**src/rtl/updown_counter_div_pkg.sv**
```systemverilog
// Shared definitions for the up/down counter with built-in prescaler.
// Mode encodings for the SATURATE parameter and a constant-foldable clog2.
package updown_counter_div_pkg;

  localparam int unsigned CNT_MODE_WRAP = 0;
  localparam int unsigned CNT_MODE_SAT  = 1;

  function automatic int unsigned clog2(input longint unsigned value);
    int unsigned     result;
    longint unsigned span;
    result = 0;
    span   = 1;
    while (span < value) begin
      span   = span << 1;
      result = result + 1;
    end
    return result;
  endfunction

endpackage

```
**src/rtl/updown_counter_div_tick_gen.sv**
```systemverilog
// Free-running prescaler: emits a one-cycle enable pulse every PRESCALE clocks.
// With PRESCALE=1 the compare value is 0, so tick stays high permanently.
module tick_gen
  import updown_counter_div_pkg::*;
#(
  parameter int unsigned PRESCALE = 5000000,
  parameter int unsigned PS_WIDTH = 26
) (
  input  logic clk,
  input  logic clr,
  output logic tick
);

  if (PS_WIDTH < clog2(longint'(PRESCALE))) begin : g_bad_ps_width
    $error("PS_WIDTH too small for PRESCALE");
  end
  if (PRESCALE < 1) begin : g_bad_prescale
    $error("PRESCALE must be at least 1");
  end

  localparam logic [PS_WIDTH-1:0] PsLast = PS_WIDTH'(PRESCALE - 1);

  logic [PS_WIDTH-1:0] ps_q, ps_d;

  always_comb begin
    ps_d = ps_q + PS_WIDTH'(1);
    if (ps_q == PsLast) begin
      ps_d = '0;
    end
  end

  always_ff @(posedge clk or negedge clr) begin
    if (!clr) begin
      ps_q <= '0;
    end else begin
      ps_q <= ps_d;
    end
  end

  assign tick = (ps_q == PsLast);

endmodule

```
**src/rtl/updown_counter_div.sv**
```systemverilog
// Up/down modulo-N counter with prescaler, load/clear, wrap or saturate mode,
// terminal count, wrap pulse and a strobe-latched output register.
module updown_counter_div
  import updown_counter_div_pkg::*;
#(
  parameter int unsigned      WIDTH    = 8,
  parameter longint unsigned  MODULUS  = 64'd1 << WIDTH,
  parameter int unsigned      PRESCALE = 5000000,
  parameter int unsigned      PS_WIDTH = 26,
  parameter int unsigned      SATURATE = CNT_MODE_WRAP
) (
  input  logic             clk,
  input  logic             clr,
  input  logic             sclr,
  input  logic             load,
  input  logic [WIDTH-1:0] data_in,
  input  logic             cnt_en,
  input  logic             up,
  input  logic             latch,
  output logic [WIDTH-1:0] cnt,
  output logic [WIDTH-1:0] q,
  output logic             tick,
  output logic             tc,
  output logic             wrap
);

  if (WIDTH < 1 || WIDTH > 32) begin : g_bad_width
    $error("WIDTH must be in 1..32");
  end
  if (MODULUS < 2 || MODULUS > (64'd1 << WIDTH)) begin : g_bad_modulus
    $error("MODULUS must satisfy 2 <= MODULUS <= 2**WIDTH");
  end
  if (SATURATE != CNT_MODE_WRAP && SATURATE != CNT_MODE_SAT) begin : g_bad_mode
    $error("SATURATE must be 0 or 1");
  end

  localparam logic [WIDTH-1:0] CntMax     = WIDTH'(MODULUS - 1);
  localparam bit               Saturating = (SATURATE == CNT_MODE_SAT);

  logic [WIDTH-1:0] cnt_q, cnt_d;
  logic [WIDTH-1:0] q_q, q_d;
  logic             wrap_q, wrap_d;
  logic             at_max, at_min;

  tick_gen #(
    .PRESCALE (PRESCALE),
    .PS_WIDTH (PS_WIDTH)
  ) u_tick_gen (
    .clk  (clk),
    .clr  (clr),
    .tick (tick)
  );

  assign at_max = (cnt_q == CntMax);
  assign at_min = (cnt_q == '0);

  always_comb begin
    cnt_d  = cnt_q;
    wrap_d = 1'b0;
    if (sclr) begin
      cnt_d = '0;
    end else if (load) begin
      cnt_d = (data_in > CntMax) ? CntMax : data_in;
    end else if (tick && cnt_en) begin
      if (up) begin
        if (!at_max) begin
          cnt_d = cnt_q + WIDTH'(1);
        end else if (!Saturating) begin
          cnt_d  = '0;
          wrap_d = 1'b1;
        end
      end else begin
        if (!at_min) begin
          cnt_d = cnt_q - WIDTH'(1);
        end else if (!Saturating) begin
          cnt_d  = CntMax;
          wrap_d = 1'b1;
        end
      end
    end
  end

  // q samples the pre-edge count, so a simultaneous step/load/clear is not seen.
  always_comb begin
    q_d = q_q;
    if (latch) begin
      q_d = cnt_q;
    end
  end

  always_ff @(posedge clk or negedge clr) begin
    if (!clr) begin
      cnt_q  <= '0;
      q_q    <= '0;
      wrap_q <= 1'b0;
    end else begin
      cnt_q  <= cnt_d;
      q_q    <= q_d;
      wrap_q <= wrap_d;
    end
  end

  assign cnt  = cnt_q;
  assign q    = q_q;
  assign wrap = wrap_q;
  assign tc   = cnt_en & ((up & at_max) | (~up & at_min));

endmodule

```
**config.mk**
```make
export PLATFORM = sky130hd
export DESIGN_NAME = updown_counter_div
export DESIGN_NICKNAME = d
export VERILOG_FILES = /design/src/rtl/updown_counter_div_pkg.sv /design/src/rtl/updown_counter_div_tick_gen.sv /design/src/rtl/updown_counter_div.sv
export SDC_FILE = /design/constraint.sdc
export NUM_CORES = 1
export LEC_CHECK = 0
export CORE_ASPECT_RATIO = 1.5
export CORE_MARGIN = 2
export CORE_UTILIZATION = 51
export CTS_BUF_LIST = sky130_fd_sc_hd__clkbuf_4
export DETAILED_ROUTE_END_ITERATION = 7
export GPL_TIMING_DRIVEN = 0
export PLACE_DENSITY = 0.72
export RECOVER_POWER = 100
export SLEW_MARGIN = 25
export SYNTH_ARGS = -nofsm -noshare
export SYNTH_HDL_FRONTEND = slang
export SYNTH_SLANG_ARGS = --single-unit
```
**constraint.sdc**
```tcl
create_clock -name clk -period 2.7 [get_ports clk]
set_input_delay 0.54 -clock clk [delete_from_list [all_inputs] [get_ports clk]]
set_output_delay 0.54 -clock clk [all_outputs]
set_load 0.05 [all_outputs]
```
==> Flow_metrics.wiki <==
{| class="wikitable"
! Metric !! Value
|-
| Wirelength, routed || ~5600 um
|-
| Overflow left after global routing || 0
|-
| Final Cycle Share || between 90% and 100%
|-
| Vias in the first global route || 1965
|-
| Crit path launch type || flip-flop
|-
| Share of cells above drive strength 1 || 15.7%
|-
| Max Fclk || between 300 and 400 MHz
|-
| # port buffers || 31
|-
| GR Util All Layers || between 20% and 30%
|-
| Final routed DRC violation total || 0
|-
| Maximum ir drop on the vdd rail || between 0.2 and 0.3 mV
|-
| Post-synth top area cell || dfrtp_1
|-
| Clock tree sinks || 43
|-
| Final GP Congestion || 0.876
|-
| Die span in y || 88.3 um
|-
| Portion of total power attributed to sequential cells || between 50% and 60%
|-
| Number of buffers on the longest clock path || 2
|-
| Detail-routed net length per standard cell || between 15 and 20 um
|-
| Worst Path Max Fanout || 4
|-
| Status || complete, no violations
|-
| Cell area after layout || 0.00295 mm2
|-
| Setup WS pre-CTS || -0.602 ns
|-
| Data required time at the worst endpoint || 2.16 ns
|-
| Per-instance average area after synthesis || about 9.8 um2
|-
| Dpl cell area || about 0.0028 mm2
|-
| First-pass GRT wire length || slightly above 9000 um
|-
| Most frequent standard cell in the layout excluding fill and tap cells || dfrtp_1
|-
| Largest net degree at the start of global routing || 29
|-
| Top cells by area in the synthesized netlist || dfrtp_1, xnor2_1, xor2_1
|-
| Minimum setup slack in the final design || approximately 0.076 ns
|-
| Switching share of total power || between 30 and 40%
|-
| Highest-count cells in the layout ignoring fill and taps || dfrtp_1, clkdlybuf4s50_1, nor2_1
|-
| Cell Int Power || 0.000870 W
|-
| Sequential fraction of the synthesis area || 44.6%
|-
| Via count of the routed design || 1996
|-
| Number of nets with antenna violations after detailed routing || 0
|-
| Data arrival time at the worst-slack endpoint || approximately 2.1 ns
|-
| Type of the worst setup path || reg -> out
|-
| TritonCTS buffer count || 5
|-
| Final-stage net count || between 300 and 400
|-
| Initial DRC Count || between 100 and 150
|-
| Clock Skews || between 0.015 and 0.02 ns
|-
| Power spent charging and discharging nets || 0.000393 W
|-
| Final cell count without fillers || 357
|-
| Area added between synthesis and finish || 22.1%
|-
| HPWL reported at the end of detailed placement || between 3000 and 4000 um
|-
| Critical Path Source || u_tick_gen.ps_q[13]
|-
| Number of enable-type register cells in the synthesized netlist || 0
|-
| Leakage || around 1.3 nW
|-
| Register-to-register path setup slack || 0.26 ns
|-
| Register-to-Register Path Depth || 7
|-
| Power per cell area || approximately 430 mW/mm2
|-
| Die Span X || between 60 and 70 um
|-
| Max incr delay on CP || about 0.56 ns
|-
| Worst-Margin Slew || between 1 and 1.5 ns
|-
| Flop and latch count out of synthesis || 43
|-
| Net count after synthesis || 266
|-
| Proportion of synthesized flip-flops having asynchronous set or reset || 100%
|-
| Core ar. || approximately 0.0045 mm2
|-
| Count of standard-cell rows || 30
|-
| Number of placed cells counting well taps || ~340
|-
| Via density || approximately 5.6
|-
| List of cells traversed by the critical path || or4_1, nor4_4, and3_4, buf_6
|-
| Area share of the largest cell type after synthesis || between 40% and 50%
|-
| Number of antenna repair diodes || 0
|-
| Worst Setup EP || tick
|-
| Latest clock arrival within the worst-skew pair || between 0.3 and 0.4 ns
|-
| Mapped Area || 0.00241 mm2
|-
| Final hold violation count || 0
|-
| Critical-path top delay cell || or4_1
|-
| Root Driver || clkbuf_4
|-
| Initial antenna violation count || 0
|-
| Number of H-tree branching levels || 2
|-
| Clock tree from TritonCTS || done
|-
| Clock-pin slew on the worst setup and hold paths || roughly 0.14 ns
|-
| Max_cap viols || 0
|-
| Number of different library cells in the post-synthesis netlist || 48
|-
| Length of the first detailed-routing pass in iterations || 4
|-
| Min Clock Period, post-route || 2.62 ns
|-
| Final Slew Violations || 0
|-
| Number of synthesis warnings || 0
|-
| Effective utilization at floorplan || between 50% and 60%
|-
| Number of instances in the synthesized netlist || between 200 and 250
|-
| Final number of setup-violating endpoints || 0
|-
| Relative max-transition margin || between 15 and 20%
|-
| R2R Path Start || u_tick_gen.ps_q[13]
|-
| Die footprint || approximately 0.0053 mm2
|-
| Number of placed I/O pins || 34
|-
| RR Endpoint || cnt[5]
|-
| Relative contribution of the clock network to total power || roughly a quarter
|-
| Path class of the lowest-slack min-delay path || in -> async
|-
| Combinational Power Share || between 10% and 20%
|-
| Leading register cell type out of synthesis || dfrtp_1
|-
| Endpoint kind of the worst setup timing path || primary output
|}
==> per-layer routing <==
metal  share of wire (%)  global-route usage, %  wire length [um]
met4                 2.5                   11.3               141
met5                   0                      0                 0
met3                 3.0                   3.07               167
met1                  40                   26.8              2260
met2                  54                   40.1              3040
==> area by class of cell <==
cell class	instances	area (um2)
well taps	64	80.1
clock inverters	2	12.5
inverters	12	45.0
multi-input cells	180	1260
clock buffers	6	45.0
plain buffers	8	36.3
repair buffers	42	384
flip-flops and latches	43	1080
fillers	400	1600
==> worst min path at each step <==
stage | start | to | slack, ns
after floorplan | clr | cnt[0] | 0.24
after global routing | clr | cnt[2] | 0.31
after global placement | u_tick_gen.ps_q[20] | u_tick_gen.ps_q[20] | 0.47
after detailed placement | u_tick_gen.ps_q[20] | u_tick_gen.ps_q[20] | 0.48
after CTS | clr | cnt[2] | 0.08
final | clr | q[1] | 0.25
==> critical path: cells and delay by family (launching register included) <==
| kind | cells | cell delay (ns) |
|---|---|---|
| buffers and inverters | 1 | 0.16 |
| flip-flops | 1 | 0.44 |
| AND/OR/NAND/NOR | 3 | 1.12 |
==> cell usage after synthesis, drive strengths merged (4+ instances only) <==
master,number
nand3,16
nor2,27
a221oi,7
inv,12
xnor2,14
and3,9
xor2,13
ha,4
nor3,6
o21ai,7
nand4,8
buf,4
a21oi,9
dfrtp,43
nand2,16
mux2,8
clkbuf,8
==> metrics by stage <==
stage | utilization [%] | hold slack [ns] | setup TNS [ns] | total power [W]
floorplan | - | 0.244 | 0 | 0.000845
global placement | 61.7 | 0.472 | -3.54 | 0.000938
detailed placement | 62.1 | 0.476 | -1.04 | 0.000943
CTS | 63.8 | 0.0846 | 0 | 0.00127
global route | 64.9 | 0.313 | -0.00444 | 0.00132
finish | 64.9 | 0.255 | 0 | 0.00126
==> registers in the layout, summed over array words and instances (netlist names) <==
signal / flops
wrap: 1
u_tick_gen.ps_q: 26
q: 8
cnt: 8
==> cells by family (layout without fill, tap and decap cells) <==
logic type      after synthesis  in the layout  synth area share (%)
buf+inv                      24             70                  3.99
mux                          11             11                  4.98
fa+ha+maj                     4              4                  2.07
compound gates               39             39                  11.7
simple gates                 99             99                  22.9
xor+xnor                     27             27                  9.80
flops                        43             43                  44.6
==> power groups by stage <==
| stage | Sequential, W | Clock (W) | Combinational (W) |
|---|---|---|---|
| 2_1_floorplan | 0.000758 | 0 | 0.0000868 |
| 3_3_place_gp | 0.000694 | 0 | 0.000244 |
| 3_5_place_dp | 0.000695 | 0 | 0.000248 |
| 4_1_cts | 0.000687 | 0.000336 | 0.000244 |
| 5_1_grt | 0.000690 | 0.000363 | 0.000266 |
| 6_report | 0.000687 | 0.000329 | 0.000247 |
==> what timing repair did <==
item | in CTS | in global routing
hold buffers | 0 | 0
resized for setup | 17 | 4
buffers inserted | 1 | 9
pin swaps | 2 | 3
setup endpoints to repair | 2 | 2
No activity file was read; power rests on OpenSTA's default activity.
